### config.mk
export PLATFORM = sky130hd
export DESIGN_NAME = projectile_ctrl
export DESIGN_NICKNAME = d
export VERILOG_FILES = /design/src/rtl/projectile_ctrl.sv
export SDC_FILE = /design/constraint.sdc
export NUM_CORES = 1
export LEC_CHECK = 0
export BUFFER_PORTS_ARGS = -buffer_cell sky130_fd_sc_hd__buf_2
export CORE_MARGIN = 2
export CORE_UTILIZATION = 56
export CTS_BUF_LIST = sky130_fd_sc_hd__clkbuf_16
export DETAILED_ROUTE_END_ITERATION = 16
export GPL_TIMING_DRIVEN = 0
export MAX_ROUTING_LAYER = met4
export PLACE_DENSITY = 0.87
export SYNTH_ARGS = -nofsm -noshare
export SYNTH_HDL_FRONTEND = slang
export SYNTH_SLANG_ARGS = --single-unit
### constraint.sdc
create_clock -name Clk -period 4.1 [get_ports Clk]
set_clock_uncertainty 0.15 [all_clocks]
set_input_delay 0.205 -clock Clk [delete_from_list [all_inputs] [get_ports Clk]]
set_output_delay 0.205 -clock Clk [all_outputs]
set_load 0.01 [all_outputs]
### src/rtl/projectile_ctrl.sv
// Projectile controller: launches a square sprite from a spawn point and moves
// it horizontally one step per frame until it hits a target or leaves the screen.
// A short cooldown then follows before the next launch is accepted.
module projectile_ctrl #(
  parameter int SPEED           = 4,
  parameter int SIZE            = 8,
  parameter int X_MAX           = 639,
  parameter int COOLDOWN_FRAMES = 15
) (
  input  logic       Clk,
  input  logic       Reset_n,
  input  logic       frame_clk,
  input  logic       fire,
  input  logic [9:0] Spawn_X,
  input  logic [9:0] Spawn_Y,
  input  logic       dir,
  input  logic       contact,
  output logic [9:0] Proj_X,
  output logic [9:0] Proj_Y,
  output logic       active,
  output logic       hit,
  output logic       ready
);

  typedef enum logic [1:0] {
    IDLE,
    FLYING,
    COOLDOWN
  } state_t;

  // The cooldown counter only has to reach COOLDOWN_FRAMES-1 before the exit edge.
  localparam int CNT_W = (COOLDOWN_FRAMES > 2) ? $clog2(COOLDOWN_FRAMES) : 1;
  localparam logic [CNT_W-1:0] CD_LAST = CNT_W'(COOLDOWN_FRAMES - 1);

  // Boundary math is done in 11 bits so neither edge test can wrap.
  localparam logic [10:0] STEP  = 11'(SPEED);
  localparam logic [10:0] REACH = 11'(SPEED + SIZE);
  localparam logic [10:0] LIMIT = 11'(X_MAX + 1);

  state_t           state;
  logic             frame_prev;
  logic             dir_latched;
  logic [CNT_W-1:0] cd_count;

  logic             frame_edge;
  logic [10:0]      x_ext;
  logic             right_out;
  logic             left_out;

  assign frame_edge = frame_clk & ~frame_prev;
  assign x_ext      = {1'b0, Proj_X};
  assign right_out  = (x_ext + REACH) > LIMIT;
  assign left_out   = x_ext < STEP;

  assign ready  = (state == IDLE);
  assign active = (state == FLYING);

  // Launch, per-frame motion, hit/despawn handling and cooldown timing.
  always_ff @(posedge Clk or negedge Reset_n) begin
    if (!Reset_n) begin
      state       <= IDLE;
      frame_prev  <= 1'b0;
      dir_latched <= 1'b0;
      cd_count    <= '0;
      Proj_X      <= '0;
      Proj_Y      <= '0;
      hit         <= 1'b0;
    end else begin
      frame_prev <= frame_clk;
      hit        <= 1'b0;
      case (state)
        IDLE: begin
          if (fire) begin
            Proj_X      <= Spawn_X;
            Proj_Y      <= Spawn_Y;
            dir_latched <= dir;
            state       <= FLYING;
          end
        end
        FLYING: begin
          if (contact) begin
            hit      <= 1'b1;
            cd_count <= '0;
            state    <= COOLDOWN;
          end else if (frame_edge) begin
            if (dir_latched) begin
              if (right_out) begin
                cd_count <= '0;
                state    <= COOLDOWN;
              end else begin
                Proj_X <= Proj_X + STEP[9:0];
              end
            end else begin
              if (left_out) begin
                cd_count <= '0;
                state    <= COOLDOWN;
              end else begin
                Proj_X <= Proj_X - STEP[9:0];
              end
            end
          end
        end
        COOLDOWN: begin
          if (frame_edge) begin
            if (cd_count == CD_LAST) begin
              state <= IDLE;
            end else begin
              cd_count <= cd_count + 1'b1;
            end
          end
        end
        default: state <= IDLE;
      endcase
    end
  end

endmodule

### After elaboration in Yosys (flattened, before gate mapping)

Cells that the tools add are included.

| storage, ports and cells | value |
|---|---|
| bits in registers | 29 |
| bits of input ports | 26 |
| output and inout bits | 23 |
| logic and storage cells | 62 |

| operators by class | value |
|---|---|
| add/subtract/negate cells | 4 |
| $lt $le $gt $ge | 2 |
| eq/ne operators | 14 |
| multiplexer cells | 26 |
| bitwise operators | 2 |
| reduce and logical (&&, ||, !) cells | 7 |

Operators with widths:

| cell | count |
|---|---|
| $mux W10 | 6 |
| $mux W4 | 7 |
| $pmux W10 S2 | 1 |
| $reduce_and A6 Y1 | 3 |
| $mux W2 | 8 |
| $add A10 B4 Y11 const B | 1 |
| $gt A11 B10 Y1 const B | 1 |
| $add A10 B3 Y10 const B | 1 |
| $lt A10 B3 Y1 const B | 1 |
| $ne A2 B2 Y1 const B | 5 |
| $sub A10 B3 Y10 const B | 1 |
| $pmux W4 S2 | 1 |
| $ne A3 B3 Y1 const B | 2 |
| $pmux W2 S3 | 1 |
| $add A4 B1 Y4 const B | 1 |
| $eq A4 B4 Y1 const B | 1 |
| $ne A4 B2 Y1 const B | 1 |
| $ne A4 B3 Y1 const B | 1 |
| $reduce_bool A2 Y1 | 2 |
| $ne A3 B2 Y1 const B | 1 |
| $eq A2 B1 Y1 const B | 1 |
| $eq A2 B2 Y1 const B | 1 |
| $logic_not A2 Y1 | 1 |
| $mux W1 | 2 |
| 4 further kinds | 4 |

### Logic depth before layout (Yosys ltp)

Gate-level depths: netlist of the first run.

| depth | value |
|---|---|
| depth in word-level cells | 7 |
| gate-level depth with buffers | 10 |
| mapped depth without buffers | 8 |

### Worst setup path before layout of the first run

No wires, ideal clock.

| timing | value |
|---|---|
| path type | reg2reg |
| start point | register Proj_X[3] |
| end point | register Proj_X[7] |
| setup time | 0.125 ns |
| arrival | 2.156 ns |
| data required time | 3.825 ns |
| path slack | 1.669 ns |
| cell stages (with the launch flop) | 10 |
| buffers on the path | 1 |
| clock period less this slack | 2.431 ns |
| path through | dfrtp_1 > inv_1 > ha_1 > or3b_4 > o311a_1 > nor2_2 > a311o_2 > buf_6 > nand3_2 > mux2_4 |

| on the way | value |
|---|---|
| cells in the longest elaborated chain, start to end | 6 |
| elaborated cells on any way between the ends | 14 |
| those cells by class | add/sub (3); order compare (2); eq/ne (2); mux (6); reduce/logical (1) |

RTL lines:

| what | line | text |
|---|---|---|
| start: declaration | 18 | `output logic [9:0] Proj_X,` |
| start signal: assignment | 74 | `Proj_X <= Spawn_X;` |
| start signal: assignment | 91 | `Proj_X <= Proj_X + STEP[9:0];` |
| start signal: assignment | 98 | `Proj_X <= Proj_X - STEP[9:0];` |
| parallel branches: the longest is 6 deep, another holds $add A10 B4 Y11 | n/a |  |

Several ways; the timed one is not identified. The select of a mux whose other input is x is not followed.
A chain may end at the register's enable or synchronous reset.

### Worst setup path after layout of the first run

| timing | value |
|---|---|
| start point | register Proj_X[2] |
| end point | register Proj_X[2] |

The elaborated chain is that of the path after synthesis.

==> results of run 1 <==
==> final timing paths <==
check | slack, ns | endpoint | cells after the start | startpoint
hold / removal | 0.009 | state[0] | 2 | contact
min in group asynchronous | 0.35 | frame_prev | 2 | Reset_n
setup reg to reg | 1.35 | Proj_X[2] | 8 | Proj_X[2]
max in group asynchronous | 3.00 | Proj_X[4] | 2 | Reset_n
setup / recovery | 1.35 | Proj_X[2] | 8 | Proj_X[2]
hold reg to reg | 0.35 | Proj_Y[1] | 1 | Proj_Y[1]
==> cell families after synthesis <==
logic type | count (synthesis) | synth area share (%)
AO/OA/AOI/OAI | 40 | 14.97
XOR/XNOR | 2 | 0.9571
adder cells (fa/ha/maj) | 5 | 3.418
buffers and inverters | 23 | 7.177
flip-flops | 29 | 39.64
multiplexers | 19 | 11.55
AND/OR/NAND/NOR | 77 | 22.28
==> through the flow <==
stage / util, % / hold slack, ns / setup slack [ns] / power [mW]
after floorplan: - / -0.2406 / 1.669 / 1.229
after global placement: 69.07 / 0.1154 / 1.549 / 1.478
after detailed placement: 69.07 / 0.1247 / 1.453 / 1.519
after CTS: 75.28 / 0.004069 / 1.405 / 1.955
after global routing: 75.28 / 0.001338 / 1.197 / 2.094
final: 75.28 / 0.009024 / 1.354 / 1.951
==> timing repair <==
item,in CTS,in global routing
buffers inserted,0,0
hold buffers,2,0
endpoints found under the setup margin,0,0
hold endpoints to repair,30,0
==> per-layer routing <==
metal	vias up	global-route usage, %	wire length, µm
met5	-	-	0
met4	0	11.18	86
met3	14	7.773	282
met2	68	44.22	2240
met1	811	30.86	1773
li1	814	-	-
==> power groups by stage <==
| stage | combinational (mW) | clock, mW | sequential (mW) |
|---|---|---|---|
| CTS | 1.01 | 0.425 | 0.525 |
| detailed placement | 0.994 | 0 | 0.525 |
| global placement | 0.963 | 0 | 0.515 |
| finish | 1.01 | 0.420 | 0.526 |
| floorplan | 0.670 | 0 | 0.559 |
| global route | 1.12 | 0.437 | 0.540 |
==> state kept, by name (all words and copies together) (netlist names) <==
register     count
frame_prev       1
hit              1
state            2
dir_latched      1
cd_count         4
Proj_X          10
Proj_Y          10
==> layout make-up <==
type / count / area share, %
inverter: 9 / 1.458
multi-input combinational: 143 / 42.01
buffer: 14 / 4.212
clock inverter: 3 / 1.998
clock buffer: 5 / 5.400
timing repair buffer: 50 / 11.23
sequential: 29 / 31.32
tap: 44 / 2.376
==> cells in the mapped netlist (5+ instances only) <==
library cell	count	area, µm²
mux2_2	13	146.4
inv_1	9	33.78
nor2_1	16	60.06
o21ai_0	6	30.03
nand3_1	12	60.06
a21oi_1	11	55.05
ha_1	5	62.56
nand4_1	7	43.79
nand2_1	18	67.56
dfrtp_1	29	725.7
nand2b_1	5	31.28
buf_2	5	25.02
mux2i_1	5	50.05
==> impl_metrics.tcl, run 1 <==
set metrics [dict create \
    status "completed" \
    regArea_um2 725.7 \
    finalMaxSlewViolations 0 \
    dr_total_vias 1707 \
    postRouteAntennaNets 0 \
    drv_cap 0 \
    clk_pin_slew_ns 0.05 \
    rows 20 \
    routed_wl_um 4383 \
    gp_congestion 0.8993 \
    crit_path_start_kind "flip-flop" \
    grt_overflow 0 \
    path_cells "inv_1 > ha_1 > buf_2 > nor3b_2 > mux2i_1 > a311oi_1 > a21oi_1 > o22a_1" \
    ys_ff_latch 29 \
    dpl-instance-area_um2 2126 \
    ys_warn_count 0 \
    dp_hpwl_um 3171 \
    port_buffers 48 \
    initial_core_util_pct 59.47 \
    pwr_density_cell_nw_per_um2 842.1 \
    cts.sink_count 29 \
    antenna_cells 0 \
    grt_setup_unrepaired "false" \
    fmax_mhz 364.1 \
    io_pins 49 \
    async_flop_share_pct 100.0 \
    nFillCells 224 \
    htree_levels 2 \
    pwr-share-comb_pct 51.5 \
    critPathRequiredTime_ns 4.10 \
    clkPwrFrac_pct 21.5 \
    multi_input_area_um2 973.4 \
    layout_commonest_cell "buf_2" \
    synth-edff-count 0 \
    layout_common_cells "53 x buf_2, 29 x dfrtp_1, 18 x nand2_1, 16 x nor2_1, 13 x mux2_2" \
    cp_slowest_stage_delay_ns 0.74 \
    hp-class "input port to flip-flop" \
    power_switching_mw 0.7996 \
    worstPathArrival_ns 2.75 \
    die_area_um2 3742 \
    viasPerCell 5.747 \
    dp.cells 287 \
    nets 283 \
    wl_per_cell_um 14.76 \
    power_report.internal_total_mw 1.152 \
    drt-pass1-iter-count 8 \
    syn_inst 195 \
    fin_cells 297 \
    grt_pass1_wl_um 7107 \
    cts_tree "built" \
    setup_tns_ns 0 \
    syn_area_um2 1831 \
    period_share_pct 66.98 \
    syn_nets 226 \
    seq_power_share_pct 26.9 \
    dieWidth_um 61.18 \
    syn_to_final_growth_pct 26.59 \
    finalSetupViolCount 0 \
    cts_resized 0 \
    drc 0 \
    grt_pass1_vias 1665 \
    period_minus_slack_ns 2.746 \
    die_h_um 61.18 \
    grt_antenna_before_repair 0 \
    crit_path_end_kind "flip-flop" \
    tightest_slew_ns 0.8082 \
    hold_viol_final 0 \
    power_leakage_nw 1.076 \
    ir_worst_vdd_mv 0.5194 \
    cts-root-buf "clkbuf_16" \
    dr.first_iter.drc_count 76 \
    crit_buf_inv 2 \
    core_area_um2 3078 \
    maxSlewHeadroom_pct 45.76 \
    cts_max_path_buffers 2 \
    critPathTopFamily "compound AO/OA/AOI/OAI gates" \
    grt_max_degree 30 \
    crit_slowest_cell "a311oi_1" \
    worstSetupPathType "flip-flop to flip-flop" \
    clk_latency_ns 0.28 \
    drive_above_1_share_pct 35.57 \
    grtUsageTotal_pct 26.98 \
    cp_max_fo 9 \
    ys.flop_type "dfrtp_1" \
    synth_area_per_cell_um2 9.387 \
    netlist-cell-type-count 49 \
    ys_seq_area_share_pct 39.64 \
    finish.instance_area_um2 2317 \
    numCtsBuffers 5 \
    p_sw_share_pct 40.98 \
]
Note: power is estimated with default switching activity, not from simulation.
==> inputs of run 2 (changes only) <==
--- a/config.mk
+++ b/config.mk
@@ -7,12 +7,12 @@
 export LEC_CHECK = 0
 export BUFFER_PORTS_ARGS = -buffer_cell sky130_fd_sc_hd__buf_2
 export CORE_MARGIN = 2
-export CORE_UTILIZATION = 56
+export CORE_UTILIZATION = 47
 export CTS_BUF_LIST = sky130_fd_sc_hd__clkbuf_16
 export DETAILED_ROUTE_END_ITERATION = 16
 export GPL_TIMING_DRIVEN = 0
 export MAX_ROUTING_LAYER = met4
-export PLACE_DENSITY = 0.87
+export PLACE_DENSITY = 0.78
 export SYNTH_ARGS = -nofsm -noshare
 export SYNTH_HDL_FRONTEND = slang
 export SYNTH_SLANG_ARGS = --single-unit
==> constraint.sdc (replaced) <==
create_clock -name Clk -period 2.5 [get_ports Clk]
set_clock_uncertainty 0.15 [all_clocks]
set_input_delay 0.125 -clock Clk [delete_from_list [all_inputs] [get_ports Clk]]
set_output_delay 0.125 -clock Clk [all_outputs]
set_load 0.01 [all_outputs]
==> run 2 against run 1 <==
Compared with the run above:
- combinational power increased by 87%
- wire length grew 12%
- first-iteration DRC count up 130%
- global-route usage decreased by 2.8 points
- flip-flop and latch count did not move
- die area is 18% higher
- fmax is 13% higher
- critical path type unchanged
- largest cell class unchanged
- largest power group unchanged
==> impl_metrics.tcl, run 2 (synthesis gave the netlist of run 1 again) <==
set metrics [dict create \
    cp-startpoint "Proj_X[3]" \
    ir_worst_vdd_mv 0.6231 \
    endpoint "Proj_X[7]" \
    routed_wl_um 4925 \
    path_cells "inv_1 > ha_1 > or3b_4 > o311a_1 > nor2_2 > a311o_2 > buf_6 > nand3_2 > mux2_4" \
    grt_pass1_vias 1679 \
    gp_congestion 0.8326 \
    worstSetupPathType "flip-flop to flip-flop" \
    port_buffers 48 \
    htree_levels 2 \
    setup_tns_ns 0 \
    cts_tree "built" \
    cp_max_fo 5 \
    viasPerCell 5.483 \
    status "completed" \
    cp_num_cells 9 \
    cts_max_path_buffers 2 \
    cp_slowest_stage_delay_ns 0.40 \
    reg2reg_depth 9 \
    grt_pass1_wl_um 7707 \
    drc 0 \
    antenna_cells 0 \
    grt_max_degree 30 \
    dp.cells 291 \
    io_pins 49 \
    clk_pin_slew_ns 0.05 \
    clk_latency_ns 0.28 \
    nFillCells 300 \
    hp-class "input port to flip-flop" \
    wl_per_cell_um 15.15 \
    crit_slowest_cell "dfrtp_2" \
    finalSetupViolCount 0 \
    dr_total_vias 1782 \
    grtUsageTotal_pct 24.15 \
    period_share_pct 96.85 \
    syn_to_final_growth_pct 41.28 \
    grt_overflow 0 \
    layout_commonest_cell "buf_2" \
    maxSlewHeadroom_pct 56.56 \
    nets 307 \
    rrSetupSlack_ns 0.08 \
    fmax_mhz 413.0 \
    critPathTopFamily "simple AND/OR/NAND/NOR gates" \
    postRouteAntennaNets 0 \
    crit_buf_inv 2 \
    largestRegisters "Proj_X: 10 flops, Proj_Y: 10 flops, cd_count: 4 flops" \
    cts.sink_count 29 \
    dr.first_iter.drc_count 175 \
    power_leakage_nw 1.182 \
    initial_core_util_pct 49.26 \
    rows 22 \
    crit_path_start_kind "flip-flop" \
    numCtsBuffers 5 \
    dieWidth_um 66.41 \
    die_area_um2 4410 \
    drive_above_1_share_pct 37.18 \
    dp_hpwl_um 3095 \
    worstPathArrival_ns 2.43 \
    rr_endpoint "Proj_X[7]" \
    core_area_um2 3716 \
    finalMaxSlewViolations 0 \
    fin_cells 325 \
    critPathRequiredTime_ns 2.51 \
    drt-pass1-iter-count 4 \
    layout_common_cells "53 x buf_2, 27 x dfrtp_1, 19 x dlygate4sd3_1, 18 x nand2_1, 16 x nor2_1" \
    cts-root-buf "clkbuf_16" \
    tightest_slew_ns 0.6516 \
    pwr_density_cell_nw_per_um2 1325 \
    die_h_um 66.41 \
    grt_antenna_before_repair 0 \
    reg2reg_from "Proj_X[3]" \
    hold_viol_final 0 \
    drv_cap 0 \
    period_minus_slack_ns 2.421 \
    crit_path_end_kind "flip-flop" \
]
==> run 2: changes by cell type in the layout (fill, tap and decap cells not counted), moves of 2 or more <==
cell,change
buf_4,+7
dfrtp_1,-2
dfrtp_2,+2
dlygate4sd3_1,+17
==> run 2: what timing repair did <==
| item | in CTS | in global routing |
|---|---|---|
| gates cloned | 0 | 1 |
| hold buffers | 19 | 0 |
| setup buffers | 2 | 4 |
| endpoints found under the setup margin | 5 | 11 |
| pin swaps | 1 | 5 |
| endpoints found under the hold margin | 47 | 0 |
| gates resized for setup | 3 | 8 |
==> run 2: how the worst min path moves through the flow <==
stage / startpoint / slack, ns / cells past startpoint / end
after floorplan: Reset_n / -0.32 / 0 / Proj_X[0]
after global placement: Reset_n / 0.04 / 1 / Proj_X[5]
after detailed placement: Reset_n / 0.05 / 1 / Proj_X[6]
after CTS: Spawn_X[3] / 0.02 / 3 / Proj_X[3]
after global routing: Spawn_X[3] / 0.06 / 3 / Proj_X[3]
final: Spawn_X[3] / 0.02 / 3 / Proj_X[3]
==> run 2: where the power goes <==
part           total (mW)  switching [mW]  internal, mW
clock               0.681           0.216         0.465
combinational        1.89            1.03         0.862
sequential          0.853           0.168         0.685
total                3.43            1.42          2.01
==> run 2: metrics by stage <==
step	cell area (µm²)	hold WS, ns	power, mW	setup WS, ns	util, %
after floorplan	1831	-0.3206	2.015	0.06911	-
after global placement	2131	0.04113	2.447	-0.07329	57.34
after detailed placement	2131	0.05277	2.497	-0.1353	57.34
after CTS	2511	0.01999	3.261	0.002019	67.58
after global routing	2586	0.05899	3.652	-0.008287	69.60
final	2586	0.02032	3.428	0.07884	69.60
==> run 2: routing by layer <==
layer  up-vias  part of all wire [%]  track usage (%)
met5         -                     0                -
met1       837                    43            29.71
met4         0                   1.2            6.378
li1        865                     -                -
met3         8                   6.8            6.985
met2        72                    49            39.00
==> run 2: layout make-up <==
type,count,area (µm²),share of cell area (%)
plain buffers,14,100.1,3.870
clock buffers,5,125.1,4.838
inverters,9,33.78,1.306
multi-input cells,143,1017,39.33
repair buffers,74,480.5,18.58
clock inverters,3,41.29,1.597
well taps,48,60.06,2.322
flip-flops and latches,29,728.2,28.16
==> run 2: worst min-delay path, delay by kind of cell <==
| kind | cells | cell delay [ns] |
|---|---|---|
| AOI/OAI and AO/OA | 2 | 0.18 |
| buffers and inverters | 1 | 0.10 |
==> inputs of run 3 (changes only) <==
--- a/config.mk
+++ b/config.mk
@@ -6,7 +6,7 @@
 export NUM_CORES = 1
 export LEC_CHECK = 0
 export BUFFER_PORTS_ARGS = -buffer_cell sky130_fd_sc_hd__buf_2
-export CORE_MARGIN = 2
+export CORE_MARGIN = 4
 export CORE_UTILIZATION = 47
 export CTS_BUF_LIST = sky130_fd_sc_hd__clkbuf_16
 export DETAILED_ROUTE_END_ITERATION = 16
==> run 3 against run 2 <==
Compared with the run above:
- via count is 1.5% lower
- count of clock-buffer cells in the layout stayed put
- core utilization shrank 1.6 points
- critical path depth is the same
- wire length decreased by 1.9%
- critical path type unchanged
- largest power group unchanged
- highest routed layer unchanged
==> impl_metrics.tcl, run 3 (synthesis gave the netlist of run 1 again) <==
set metrics [dict create \
    cts_max_path_buffers 2 \
    clk_latency_ns 0.28 \
    crit_buf_inv 2 \
    routed_wl_um 4833 \
    layout_commonest_cell "buf_2" \
    crit_path_end_kind "flip-flop" \
    rows 22 \
    worstSetupPathType "flip-flop to flip-flop" \
    wl_per_cell_um 14.96 \
    finalMaxSlewViolations 0 \
    period_share_pct 97.15 \
    dp.cells 291 \
    pwr_density_cell_nw_per_um2 1283 \
    dieWidth_um 70.41 \
    power_leakage_nw 1.164 \
    path_cells "inv_2 > ha_1 > or3b_4 > o311a_4 > nor2_4 > a311o_2 > buf_6 > nand3_2 > mux2_4" \
    cts-root-buf "clkbuf_16" \
    io_pins 49 \
    initial_core_util_pct 49.26 \
    grt_pass1_wl_um 8155 \
    dp_hpwl_um 3109 \
    clk_pin_slew_ns 0.05 \
    finalSetupViolCount 0 \
    drt-pass1-iter-count 4 \
    hold_viol_final 0 \
    period_minus_slack_ns 2.429 \
    core_area_um2 3716 \
    numCtsBuffers 5 \
    grt_antenna_before_repair 0 \
    worstPathArrival_ns 2.44 \
    drive_above_1_share_pct 36.36 \
    grt_pass1_vias 1726 \
    hold-path-cell-count 3 \
    cts_tree "built" \
    crit_path_start_kind "flip-flop" \
    grt_setup_unrepaired "false" \
    dr_total_vias 1755 \
    worstHoldStart "Spawn_X[3]" \
    critPathRequiredTime_ns 2.51 \
    antenna_cells 0 \
    rrSetupSlack_ns 0.07 \
    fin_cells 323 \
    syn_to_final_growth_pct 38.07 \
    largestRegisters "Proj_X: 10 flops, Proj_Y: 10 flops, cd_count: 4 flops" \
    grt_overflow 0 \
    drv_cap 0 \
    htree_levels 2 \
    worst_slack_ns 0.07114 \
    reg2reg_from "Proj_X[3]" \
    drc 0 \
    cp_max_fo 5 \
    dp_slack_ns -0.1531 \
    cp_slowest_stage_delay_ns 0.40 \
    fmax_mhz 411.7 \
    finalHoldWorstSlack_ns 0.01948 \
    reg2reg_depth 9 \
    gp_congestion 0.8755 \
    cts.sink_count 29 \
    layout_common_cells "54 x buf_2, 27 x dfrtp_1, 19 x dlygate4sd3_1, 18 x nand2_1, 16 x nor2_1" \
    hold_path_end "Proj_X[3]" \
    dr.first_iter.drc_count 176 \
    maxSlewHeadroom_pct 56.26 \
    viasPerCell 5.433 \
    status "completed" \
    grt_max_degree 30 \
    port_buffers 48 \
    tightest_slew_ns 0.6562 \
    hp-class "input port to flip-flop" \
    ir_worst_vdd_mv 0.6830 \
    rr_endpoint "Proj_X[7]" \
    postRouteAntennaNets 0 \
    die_h_um 70.41 \
    die_area_um2 4957 \
    nets 305 \
    critPathTopFamily "simple AND/OR/NAND/NOR gates" \
    crit_slowest_cell "dfrtp_2" \
    grtUsageTotal_pct 21.47 \
]
==> run 3: routing by layer <==
metal	global-route usage (%)	vias up	wire length (µm)
met5	-	-	0
met4	9.362	0	92
met3	4.892	9	425
met2	33.16	82	2284
met1	26.85	808	2030
li1	-	856	-
==> run 3: power breakdown <==
part	switching, mW	leakage [nW]	internal, mW
logic	1.00	0.745	0.832
clock network	0.209	0.0712	0.364
registers	0.151	0.348	0.685
total	1.36	1.16	1.88
==> run 3: cell type report <==
type / instances / area, µm²
Buffer: 14 / 97.59
Clock buffer: 5 / 125.1
Clock inverter: 3 / 17.52
Fill cell: 298 / 1189
Inverter: 9 / 33.78
Multi-Input combinational cell: 143 / 999.7
Sequential cell: 29 / 728.2
Tap cell: 48 / 60.06
Timing Repair Buffer: 72 / 465.4
==> run 3: per-stage QoR <==
step | utilization [%] | instance area, µm² | TNS, ns | total power [mW]
final | 68.01 | 2527 | 0 | 3.243
after global routing | 68.01 | 2527 | 0 | 3.482
after CTS | 66.94 | 2487 | 0 | 3.140
after detailed placement | 57.34 | 2131 | -0.4328 | 2.486
after global placement | 57.34 | 2131 | -0.1471 | 2.453
after floorplan | - | 1831 | 0 | 2.015
==> run 3: worst min-delay path, delay by kind of cell <==
kind	cells	cell delay (ns)
buf+inv	1	0.10
compound gates	2	0.18
==> run 3: repair_timing <==
| item | CTS | global route |
|---|---|---|
| cloned | 0 | 1 |
| setup buffers | 2 | 2 |
| hold buffers | 19 | 0 |
| setup endpoints to repair | 5 | 4 |
| hold endpoints to repair | 47 | 0 |
| pin swaps | 0 | 3 |
| gates resized for setup | 3 | 4 |
==> run 3: how the worst max path moves through the flow <==
stage,startpoint,to,slack (ns),cells past startpoint
CTS,Proj_X[3],Proj_X[7],0.002,9
detailed placement,Proj_X[2],Proj_X[2],-0.15,8
global route,Proj_X[3],Proj_X[7],0.004,9
floorplan,Proj_X[3],Proj_X[7],0.07,9
global placement,Proj_X[2],Proj_X[2],-0.08,8
finish,Proj_X[3],Proj_X[7],0.07,9
